`config.mk`:
```
export PLATFORM = sky130hd
export DESIGN_NAME = tr_in_pipe_flat
export DESIGN_NICKNAME = d
export VERILOG_FILES = /design/src/rtl/tr_in_pipe_if.sv /design/src/rtl/tr_in_pipe.sv /design/src/flat_wrapper.sv
export SDC_FILE = /design/constraint.sdc
export NUM_CORES = 1
export LEC_CHECK = 0
export BUFFER_PORTS_ARGS = -buffer_cell sky130_fd_sc_hd__buf_2
export CORE_ASPECT_RATIO = 1.25
export CORE_UTILIZATION = 55
export CTS_CLUSTER_DIAMETER = 150
export DETAILED_ROUTE_END_ITERATION = 8
export GPL_TIMING_DRIVEN = 0
export PLACE_DENSITY = 0.84
export SKIP_LAST_GASP = 1
export SYNTH_ARGS = -nofsm -noshare
export SYNTH_HDL_FRONTEND = slang
export SYNTH_SLANG_ARGS = --single-unit
```
`constraint.sdc`:
```
create_clock -name clk -period 3 [get_ports clk]
set_input_delay 0.3 -clock clk [delete_from_list [all_inputs] [get_ports clk]]
set_output_delay 0.3 -clock clk [all_outputs]
set_load 0.05 [all_outputs]
```
`src/rtl/tr_in_pipe_if.sv`:
```
// Beat bus between the round datapath, tr_in_pipe and the GF(2^4) inversion core.
// Optional parity signals exist only when TR_IN_PIPE_PARITY_EN is defined.
interface tr_in_pipe_if #(
    parameter int LANES = 4
);
    // Valid/ready: a beat moves across a boundary on a rising clk edge where valid
    // and ready are both 1. Once valid is high, the producer holds the beat unchanged
    // until it is taken. A ready never depends combinationally on the valid it gates.
    logic                 in_valid;
    logic                 in_ready;
    logic                 in_encrypt;
    logic [LANES-1:0]     in_lane_en;
    logic [8*LANES-1:0]   in_data;
    logic                 out_valid;
    logic                 out_ready;
    logic                 out_encrypt;
    logic [8*LANES-1:0]   out_data;
    logic                 busy;
`ifdef TR_IN_PIPE_PARITY_EN
    logic [LANES-1:0]     in_parity;
    logic [LANES-1:0]     out_parity;
    logic                 par_err;
`endif

    modport slave (
        input  in_valid, in_encrypt, in_lane_en, in_data, out_ready,
`ifdef TR_IN_PIPE_PARITY_EN
        input  in_parity,
        output out_parity, par_err,
`endif
        output in_ready, out_valid, out_encrypt, out_data, busy
    );

    modport master (
        output in_valid, in_encrypt, in_lane_en, in_data, out_ready,
`ifdef TR_IN_PIPE_PARITY_EN
        output in_parity,
        input  out_parity, par_err,
`endif
        input  in_ready, out_valid, out_encrypt, out_data, busy
    );
endinterface

```
`src/rtl/tr_in_pipe.sv`:
```
// Elastic multi-lane S-box input transform: byte G -> tower-field nibbles {A,B}, DEPTH stages.
// Define TR_IN_PIPE_PARITY_EN to add per-lane parity in/out and a sticky parity error flag.
module tr_in_pipe #(
    parameter int LANES = 4,
    parameter int DEPTH = 1
) (
    input  logic        clk,
    input  logic        rst_n,
    tr_in_pipe_if.slave bus
);
    localparam int W = 8 * LANES;

    if (!(DEPTH == 1 || DEPTH == 2)) begin : g_depth_check
        $error("tr_in_pipe: DEPTH must be 1 or 2");
    end

    // Encrypt: forward basis change. Decrypt: inverse affine folded into the basis change.
    function automatic logic [7:0] f_transform(input logic [7:0] g, input logic enc);
        logic       t0, t1, t2;
        logic [3:0] ia, ib, ka, kb;
        t0    = g[7] ^ g[2];
        t1    = g[6] ^ g[0];
        t2    = t1 ^ g[3];
        ib[3] = ~(t1 ^ g[5]);
        ia[0] = ib[3] ^ g[4];
        ia[2] = ib[3] ^ g[7];
        ia[3] = ib[3] ^ g[1];
        ia[1] = t0 ^ ia[3];
        ka[1] = ~(g[7] ^ g[4]);
        ka[2] = t2 ^ g[1];
        ka[3] = g[6] ^ g[4];
        kb[2] = ia[0] ^ g[1];
        ka[0] = ~(kb[2] ^ g[5]);
        kb[0] = t0 ^ g[5];
        kb[1] = ~(ka[1] ^ g[6]);
        kb[3] = ka[3] ^ t2;
        ib[0] = ~g[0];
        ib[1] = ~(kb[1] ^ ka[2]);
        ib[2] = ~(ka[2] ^ g[2]);
        return enc ? ~{ia, ib} : ~{ka, kb};
    endfunction

    logic [DEPTH-1:0]         r_v;
    logic [DEPTH-1:0]         r_enc;
    logic [DEPTH-1:0][W-1:0]  r_data;
    logic [DEPTH-1:0]         w_ready;
    logic [W-1:0]             w_in_data;
    logic                     w_load;

    // Disabled lanes never see G, so nothing from them reaches stage 1.
    always_comb begin
        w_in_data = '0;
        for (int i = 0; i < LANES; i++) begin
            if (bus.in_lane_en[i]) begin
                w_in_data[8*i +: 8] = f_transform(bus.in_data[8*i +: 8], bus.in_encrypt);
            end
        end
    end

    // Stage k can move when any stage from k to the output has a hole, or the sink takes.
    always_comb begin
        for (int k = 0; k < DEPTH; k++) begin
            w_ready[k] = bus.out_ready;
            for (int j = k; j < DEPTH; j++) begin
                if (!r_v[j]) begin
                    w_ready[k] = 1'b1;
                end
            end
        end
    end

    assign w_load = bus.in_valid & w_ready[0];

    always_ff @(posedge clk or negedge rst_n) begin
        if (!rst_n) begin
            r_v    <= '0;
            r_enc  <= '0;
            r_data <= '0;
        end else begin
            if (w_ready[0]) begin
                r_v[0] <= bus.in_valid;
            end
            if (w_load) begin
                r_enc[0]  <= bus.in_encrypt;
                r_data[0] <= w_in_data;
            end
            for (int k = 1; k < DEPTH; k++) begin
                if (w_ready[k]) begin
                    r_v[k] <= r_v[k-1];
                    if (r_v[k-1]) begin
                        r_enc[k]  <= r_enc[k-1];
                        r_data[k] <= r_data[k-1];
                    end
                end
            end
        end
    end

    assign bus.in_ready    = w_ready[0];
    assign bus.out_valid   = r_v[DEPTH-1];
    assign bus.out_encrypt = r_enc[DEPTH-1];
    assign bus.out_data    = r_data[DEPTH-1];
    assign bus.busy        = |r_v;

`ifdef TR_IN_PIPE_PARITY_EN
    logic [DEPTH-1:0][LANES-1:0] r_par;
    logic                        r_par_err;
    logic [LANES-1:0]            w_out_par;
    logic [LANES-1:0]            w_in_bad;

    // Output parity is taken on the transformed byte, so disabled lanes carry 0.
    always_comb begin
        w_out_par = '0;
        w_in_bad  = '0;
        for (int i = 0; i < LANES; i++) begin
            w_out_par[i] = ^w_in_data[8*i +: 8];
            w_in_bad[i]  = bus.in_lane_en[i] & (bus.in_parity[i] ^ (^bus.in_data[8*i +: 8]));
        end
    end

    always_ff @(posedge clk or negedge rst_n) begin
        if (!rst_n) begin
            r_par     <= '0;
            r_par_err <= 1'b0;
        end else begin
            if (w_load) begin
                r_par[0] <= w_out_par;
                if (|w_in_bad) begin
                    r_par_err <= 1'b1;
                end
            end
            for (int k = 1; k < DEPTH; k++) begin
                if (w_ready[k] && r_v[k-1]) begin
                    r_par[k] <= r_par[k-1];
                end
            end
        end
    end

    assign bus.out_parity = r_par[DEPTH-1];
    assign bus.par_err    = r_par_err;
`endif
endmodule
```
`src/flat_wrapper.sv`:
```
// flat-port wrapper written by rule: the top's interface ports become plain ports
module tr_in_pipe_flat 
#(
    parameter int LANES = 4,
    parameter int DEPTH = 1
)
  (clk, rst_n, bus_in_valid, bus_in_encrypt, bus_in_lane_en, bus_in_data, bus_out_ready, bus_in_ready, bus_out_valid, bus_out_encrypt, bus_out_data, bus_busy);
  tr_in_pipe_if #(.LANES(LANES)) bus_i ();
  input  logic clk;
  input  logic rst_n;
  input wire logic [$bits(bus_i.in_valid)-1:0] bus_in_valid;
  input wire logic [$bits(bus_i.in_encrypt)-1:0] bus_in_encrypt;
  input wire logic [$bits(bus_i.in_lane_en)-1:0] bus_in_lane_en;
  input wire logic [$bits(bus_i.in_data)-1:0] bus_in_data;
  input wire logic [$bits(bus_i.out_ready)-1:0] bus_out_ready;
  output wire logic [$bits(bus_i.in_ready)-1:0] bus_in_ready;
  output wire logic [$bits(bus_i.out_valid)-1:0] bus_out_valid;
  output wire logic [$bits(bus_i.out_encrypt)-1:0] bus_out_encrypt;
  output wire logic [$bits(bus_i.out_data)-1:0] bus_out_data;
  output wire logic [$bits(bus_i.busy)-1:0] bus_busy;
  assign bus_i.in_valid = bus_in_valid;
  assign bus_i.in_encrypt = bus_in_encrypt;
  assign bus_i.in_lane_en = bus_in_lane_en;
  assign bus_i.in_data = bus_in_data;
  assign bus_i.out_ready = bus_out_ready;
  assign bus_in_ready = bus_i.in_ready;
  assign bus_out_valid = bus_i.out_valid;
  assign bus_out_encrypt = bus_i.out_encrypt;
  assign bus_out_data = bus_i.out_data;
  assign bus_busy = bus_i.busy;
  tr_in_pipe #(.LANES(LANES), .DEPTH(DEPTH)) u_core (.clk(clk), .rst_n(rst_n), .bus(bus_i));
endmodule
```
# Yosys cells after proc, flatten, opt, wreduce, memory -nomap -nowiden
# Cells that the tools add are included.
dict set report word_totals {
  regBits 34
  inputBits 41
  wordCells 121
}
dict set report op_classes {
  n_mux 9
  bitwise_logic 109
}
# op count
set op_table {}
lappend op_table {{1-bit XOR} 72}
lappend op_table {{8-bit 2-to-1 mux} 8}
lappend op_table {{8-bit inverter} 8}
lappend op_table {{1-bit inverter} 28}
lappend op_table {{1-bit AND} 1}
lappend op_table {{1-bit 2-to-1 mux} 1}

# Depth between registers and ports, before layout
# Gate-level depths: netlist of the first run.
dict set report depth {
  ltp_word 10
  ltp_mapped 6
  depth_no_buf 4
}

# Worst setup path after synthesis of the first run
# No wires, ideal clock.
dict set report synth_timing {
  kind {register to register}
  startpoint {register u_core.r_v, in the netlist u_core.bus.busy}
  endpoint {register u_core.r_data (netlist bit u_core.bus.out_data[9])}
  t_arrival_ps 2099
  path_slack_ps 791
  stages_incl_launch_ff 6
  period_less_slack_ps 2209
  path_cell_list {dfrtp_1 nand2b_1 clkbuf_1 nand2_1 clkbuf_1 o41ai_1}
}
dict set report synth_via {
  elab_chain_len 2
}
# item line_no
set synth_rtl {}
lappend synth_rtl {{start: declaration} tr_in_pipe.sv:43} ;# logic [DEPTH-1:0] r_v;
lappend synth_rtl {{start signal: indexed assignment} tr_in_pipe.sv:89} ;# r_v[k] <= r_v[k-1];
lappend synth_rtl {{1-bit 2-to-1 mux} tr_in_pipe.sv:65} ;# if (!r_v[j]) begin
lappend synth_rtl {{named net bus_in_ready} flat_wrapper.sv:16} ;# output wire logic [$bits(bus_i.in_ready)-1:0] bus_in_ready;
lappend synth_rtl {{1-bit AND} tr_in_pipe.sv:72} ;# assign w_load = bus.in_valid & w_ready[0];
lappend synth_rtl {{end signal: indexed assignment} tr_in_pipe.sv:92} ;# r_data[k] <= r_data[k-1];
lappend synth_rtl {{end: declaration} tr_in_pipe.sv:45} ;# logic [DEPTH-1:0][W-1:0] r_data;
# The timed path passes the listed nets, and every way through them passes these cells.
# A chain may end at the register's enable or synchronous reset.

# Final worst setup path of the first run
dict set report layout_timing {
  startpoint {register u_core.r_v, in the netlist u_core.bus.busy}
  endpoint {register u_core.r_data (netlist bit u_core.bus.out_data[9])}
}
dict set report layout_via {
  elab_chain_len 2
}
# item line_no
set layout_rtl {}
lappend layout_rtl {{1-bit 2-to-1 mux} tr_in_pipe.sv:65}
lappend layout_rtl {{1-bit AND} tr_in_pipe.sv:72}
# Every way passes these cells.

==> run metrics, run 1 <==
status=finished clean; Clock Skew=about 0.0038 ns; routed length on met1=2.326 mm; static power due to leakage=roughly 1.5 nW; maximum operating frequency=571.6 MHz; Critical Path Sink Type=register; setup total negative slack=0 ns; RSZ-0062 raised after global routing=false; slew of the pin with the lowest slew margin=~0.73 ns; critical register-to-register path startpoint=u_core.bus.busy; area of the core=4459 sq um; clk buf depth=2; quantity of gates resized following cts=0; reported max-cap violation count=0; number of endpoints failing setup at the final stage=0; Required @ worst endpoint=3.18 ns; clock sink count=34; global placement routability congestion=roughly 0.83; total of hold buffers inserted after clock tree synthesis=0; synthesized area divided by synthesized cell count=9.705 sq um; endpoints failing hold=0; final core area utilization=~70%; largest voltage drop on the vdd net=366.4 uV; worst slew margin relative to its limit=51.02%; synthesized net count=308; Netlist cell types=31; post-synthesis instance area=2591 sq um; power density cells=572.3 nW/um^2; final period utilization=approximately three fifths; category of the worst setup path launch point=register; number of clock buffers inserted by TritonCTS=5; fraction of layout cells with a size suffix above 1=about a quarter; Post-Place Worst Slack=between 1 and 1.5 ns; CP Data Arrival Time=1.93 ns; Crit Path Max Fanout=10; average vias per placed instance=5.280; reg-to-reg slack, setup=about 1.3 ns; r2r worst-path depth=5; total of buffers placed on input and output ports=60; die span in y=~79 um; boundary pin count=slightly below 80; # H-tree levels=2; remaining global-route overflow=0; post-synthesis register bit count=34; number of cell rows=27; global routing usage summed across all routing layers=24.36%; initial drt markers=slightly below 80; R2R Path End=u_core.bus.out_data[9]; path category of the worst min-delay check=in2async; worst path setup slack after routing=approximately 1.3 ns; total power=0.001757 W; Ant. Diodes=0; remaining number of nets flagged by the antenna check after routing=0; largest net degree at the start of global routing=35; shortest period the worst path allows=approximately 1.7 ns; total wire length after detailed routing=5.852 mm; via count of the first global-routing pass=between 2000 and 2500; hpwl dp=4.547 mm; drt drc=0; starting utilization of the core area=roughly three fifths; met2 wire length=between 3 and 4 mm; fraction of the yosys area taken by sequential cells=32.83%; number of standard cells after synthesis=267; vias after detailed routing=between 2000 and 2500; horizontal die dimension=63.39 um; wire length on met3=298 um; layout-stage area growth over the synthesis result=18.49%; number of nets in the final layout=~380; CTS tree=yes; Initial DRT Pass Iterations=4; clock edge transition at the registers on the reported setup and hold paths=roughly 0.070 ns; DIE AREA=4991 sq um; number of max-slew violations in the final report=0; type of the setup path with the least slack=reg2reg; Avg WL per Cell=14.89 um; global-route wire length before repair=9.301 mm; Clock Root Buffer=clkbuf_8; number of setup buffers added after CTS=0; initial antenna violation count=0; yosys synthesis warning count=0; Skew-Pair Late Insertion Delay=0.29 ns; top routing layer in use=met4
==> power by group <==
| group | switching (W) | internal [W] | total (W) |
|---|---|---|---|
| logic | 0.000520 | 0.000258 | 0.000778 |
| registers | 0.0000406 | 0.000531 | 0.000572 |
| clock network | 0.000159 | 0.000248 | 0.000407 |
==> cells in the mapped netlist (all sizes together) <==
library cell  count  area [sq um]
o21ai            18         90.09
clkbuf           22         83.83
o41ai             3         26.28
inv               5         18.76
and3              4         25.02
dfrtp            34         850.8
xnor2            48         446.7
xor3              4         95.09
buf               5         26.27
nand2            35         131.4
xnor3             7         157.7
a211oi            3         27.52
a21oi             9         45.04
nand2b            2         12.51
mux2              1         11.26
nand3             4         20.02
o31ai            13         97.59
xor2             23         209.0
o21a              1         7.510
mux2i            14         140.1
a21o              6         46.30
nor2              6         22.52
==> critical path, stage by stage, from the launching register on <==
cell	delay (ns)
dfrtp_1	0.39
nand2b_1	0.07
clkbuf_1	0.28
nand2_1	0.21
clkbuf_1	0.29
o41ai_1	0.40
==> sequential cells by signal, indices dropped and copies added, names as in the netlist <==
signal / cells
u_core.bus.out_data: 32
u_core.bus.busy: 1
u_core.bus.out_encrypt: 1
==> through the flow <==
stage               instance area [sq um]  std cells  hold slack, ns
finish                               3070        393         0.07309
floorplan                            2591        267        0.004409
global placement                     2964        385          0.3954
CTS                                  3070        393         0.09351
global route                         3070        393          0.1194
detailed placement                   2964        385          0.4004
==> worst max-delay path by stage <==
stage	end	from	slack (ns)
after floorplan	u_core.bus.out_data[9]	u_core.bus.busy	0.79
after global placement	u_core.bus.out_data[26]	bus_in_encrypt	1.11
after detailed placement	u_core.bus.out_data[26]	bus_in_encrypt	1.03
after CTS	u_core.bus.out_data[9]	u_core.bus.busy	1.25
after global routing	u_core.bus.out_data[9]	u_core.bus.busy	1.06
final	u_core.bus.out_data[9]	u_core.bus.busy	1.25
==> routing by layer <==
| metal | GRT usage [%] | vias to the layer above |
|---|---|---|
| met5 | 0 | - |
| met1 | 26.53 | 978 |
| met4 | 9.091 | 0 |
| met3 | 4.454 | 13 |
| met2 | 46.06 | 63 |
| li1 | - | 1021 |
==> cell families (layout without fill, tap and decap cells) <==
family | Yosys count | in the layout | share of synthesized area [%]
buffers and inverters | 32 | 100 | 4.973
AND/OR/NAND/NOR | 51 | 51 | 8.160
XOR/XNOR | 82 | 82 | 35.06
flip-flops | 34 | 34 | 32.83
multiplexers | 15 | 15 | 5.842
AO/OA/AOI/OAI | 53 | 53 | 13.13
==> placed cells by master, fill, tap and decap left out, types with 2 or more instances in the layout <==
| master | n |
|---|---|
| nor2_1 | 6 |
| xnor3_1 | 7 |
| mux2i_1 | 14 |
| o21ai_0 | 18 |
| xor2_1 | 22 |
| clkbuf_1 | 23 |
| nand2_1 | 35 |
| and3_1 | 4 |
| dfrtp_1 | 34 |
| nand2b_1 | 2 |
| xor3_1 | 4 |
| a211oi_1 | 2 |
| buf_2 | 63 |
| a21oi_1 | 9 |
| inv_1 | 4 |
| clkbuf_8 | 5 |
| xnor2_1 | 46 |
| o41ai_1 | 3 |
| a21o_1 | 5 |
| nand3_1 | 4 |
| o31ai_1 | 13 |
==> cell type report <==
cell class                      instances  area, sq um
Multi-Input combinational cell        201         1612
Sequential cell                        34        850.8
Inverter                                5        18.77
Tap cell                               58        72.57
Clock buffer                            7        76.32
Buffer                                 27        110.1
Clock inverter                          1        30.03
Timing Repair Buffer                   60        300.3
Fill cell                             387         1389
(Power assumes the default switching activity.)
==> inputs of run 2 (changes only) <==
--- a/config.mk
+++ b/config.mk
@@ -7,11 +7,11 @@
 export LEC_CHECK = 0
 export BUFFER_PORTS_ARGS = -buffer_cell sky130_fd_sc_hd__buf_2
 export CORE_ASPECT_RATIO = 1.25
-export CORE_UTILIZATION = 55
+export CORE_UTILIZATION = 52
 export CTS_CLUSTER_DIAMETER = 150
 export DETAILED_ROUTE_END_ITERATION = 8
 export GPL_TIMING_DRIVEN = 0
-export PLACE_DENSITY = 0.84
+export PLACE_DENSITY = 0.8
 export SKIP_LAST_GASP = 1
 export SYNTH_ARGS = -nofsm -noshare
 export SYNTH_HDL_FRONTEND = slang
==> constraint.sdc (replaced) <==
create_clock -name clk -period 1.8 [get_ports clk]
set_input_delay 0.18 -clock clk [delete_from_list [all_inputs] [get_ports clk]]
set_output_delay 0.18 -clock clk [all_outputs]
set_load 0.05 [all_outputs]
==> run metrics, run 2 (synthesis gave the netlist of run 1 again) <==
status=finished clean; setup total negative slack=0 ns (unchanged); number of endpoints failing setup at the final stage=0 (unchanged); Required @ worst endpoint=2.02 ns (-1.16 ns); endpoints failing hold=0 (unchanged); boundary pin count=77 (unchanged); reported max-cap violation count=0 (unchanged); number of nets in the final layout=376 (+0.27%); category of the worst setup path launch point=register; vias after detailed routing=2115 (+1.9%); power density cells=946.7 nW/um^2 (+65%); initial drt markers=121 (+55%); via count of the first global-routing pass=2108 (+3.8%); total wire length after detailed routing=6.069 mm (+3.7%); static power due to leakage=1.534 nW (+0.93%); Post-Place Cells=387 (+0.52%); number of max-slew violations in the final report=0 (unchanged); Clock Root Buffer=clkbuf_8; largest voltage drop on the vdd net=421.4 uV (+15%); RSZ-0062 raised after global routing=false; hpwl dp=4.541 mm (-0.14%); Skew-Pair Late Insertion Delay=0.29 ns (about the same); Critical Path Sink Type=register; # H-tree levels=2 (unchanged); CTS tree=yes; number of clock buffers inserted by TritonCTS=5 (unchanged); final period utilization=88.04% (+30 points); hold path depth=3; number of setup buffers added after CTS=0 (unchanged); CP Data Arrival Time=1.80 ns (-0.13 ns); Worst path slowest cell=clkbuf_1; cell breakdown of the critical path=nand2b_1 -> clkbuf_2 -> nand2_1 -> clkbuf_1 -> nand2_1 -> o21ai_0; remaining global-route overflow=0 (unchanged); area of placed instances=2969 sq um (+0.17%); average vias per placed instance=5.341 (+1.2%); launch point of the worst hold path=bus_in_lane_en[3]; fraction of layout cells with a size suffix above 1=24.70% (+1.4 points); Avg WL per Cell=15.33 um (+2.9%); r2r worst-path depth=6 (+1); path category of the worst min-delay check=in2reg; global-route wire length before repair=10.14 mm (+9.1%); CP dominant cell by count=nand2_1; global routing usage summed across all routing layers=25.65% (+1.3 points); area of the core=4765 sq um (+6.8%); layout-stage area growth over the synthesis result=19.27%; critical path launch point=u_core.bus.busy; Clock Skew=0.007720 ns (+0.003928 ns); largest net degree at the start of global routing=35 (unchanged); area of all placed cells without fillers=3090 sq um (+0.65%); die span in y=80.93 um (+2.8%); number of cell rows=28 (+3.7%); starting utilization of the core area=54.39% (-3.7 points); drt drc=0 (unchanged); remaining number of nets flagged by the antenna check after routing=0 (unchanged); horizontal die dimension=65.14 um (+2.8%); commonest cells after routing, fill and taps aside=buf_2 (63), xnor2_1 (46), nand2_1 (35), dfrtp_1 (33), xor2_1 (22); worst slew margin relative to its limit=51.26% (+0.24 points); most common cell after layout, fill and taps aside=buf_2; type of the setup path with the least slack=reg2reg; clock edge transition at the registers on the reported setup and hold paths=0.07 ns (about the same); clock sink count=34 (unchanged); max reg flops=32 (unchanged); global placement routability congestion=0.8657 (+4.3%); slew of the pin with the lowest slew margin=0.7311 ns (-0.003645 ns); total of buffers placed on input and output ports=60 (unchanged); initial antenna violation count=0 (unchanged); Crit Path Max Fanout=10 (unchanged); DIE AREA=5271 sq um (+5.6%); clk buf depth=2 (unchanged); critical register-to-register path startpoint=u_core.bus.busy; Initial DRT Pass Iterations=4 (unchanged); maximum operating frequency=631.1 MHz (+10%); delay of the slowest critical-path stage=0.47 ns (+0.07 ns); Ant. Diodes=0 (unchanged); shortest period the worst path allows=1.585 ns (-0.1648 ns); Layout Cells excl Fill=396 (+0.76%)
-- run 2: cell count changes in the layout (fill, tap and decap cells not counted) --
cell	delta
clkbuf_1	-4
clkbuf_8	+3
clkbuf_2	+2
bufinv_16	-1
dfrtp_1	-1
dfrtp_2	+1
dlygate4sd3_1	+1
-- run 2: repair_timing --
action / in CTS / in global routing
hold buffers: 1 / 0
resized for setup: 0 / 2
endpoints found under the hold margin: 34 / 0
endpoints found under the setup margin: 0 / 3
-- run 2: critical path, delay by kind of cell (launching register included) --
kind | cells | cell delay (ns)
DFF | 1 | 0.37
buffers and inverters | 2 | 0.64
AOI/OAI and AO/OA | 1 | 0.10
and+or+nand+nor | 3 | 0.40
-- run 2: final cells by class --
type                            instances  area [sq um]
Multi-Input combinational cell        201          1612
Timing Repair Buffer                   61         310.3
Sequential cell                        34         852.1
Buffer                                 27         112.6
Clock buffer                            8         110.1
Inverter                                5         18.77
Tap cell                               60         75.07
Fill cell                             437          1674
-- run 2: final timing paths --
check / endpoint / slack, ns
min: u_core.bus.out_data[30] / 0.16
min in group asynchronous: u_core.bus.out_data[5] / 0.49
min reg2reg: u_core.bus.out_data[16] / 0.47
max in group asynchronous: u_core.bus.busy / 0.79
max: u_core.bus.out_data[0] / 0.22
max reg2reg: u_core.bus.out_data[0] / 0.22
-- run 2: per-stage QoR --
stage          util [%]  hold WS [ns]  total power (W)  setup slack [ns]
2_1_floorplan         -       -0.1156         0.001958           0.01880
3_3_place_gp      62.32        0.2766         0.002235           0.03272
3_5_place_dp      62.32        0.2814         0.002263           0.01930
4_1_cts           64.84        0.1587         0.002930            0.1110
5_1_grt           64.86        0.1726         0.003077           0.02148
6_report          64.86        0.1558         0.002926            0.2154
-- run 2: where the power goes --
group | switching [W] | total (W) | internal [W]
sequential | 0.0000660 | 0.000951 | 0.000885
combinational | 0.000872 | 0.00130 | 0.000433
clock | 0.000284 | 0.000670 | 0.000386
-- run 2: layer usage --
layer / part of all wire [%] / wire, um / vias up / track usage (%)
met4: 2.9 / 174 / 0 / 11.30
met5: 0 / 0 / - / 0
li1: - / - / 1016 / -
met3: 5.2 / 315 / 19 / 5.056
met1: 39 / 2390 / 999 / 29.99
met2: 53 / 3189 / 81 / 45.31
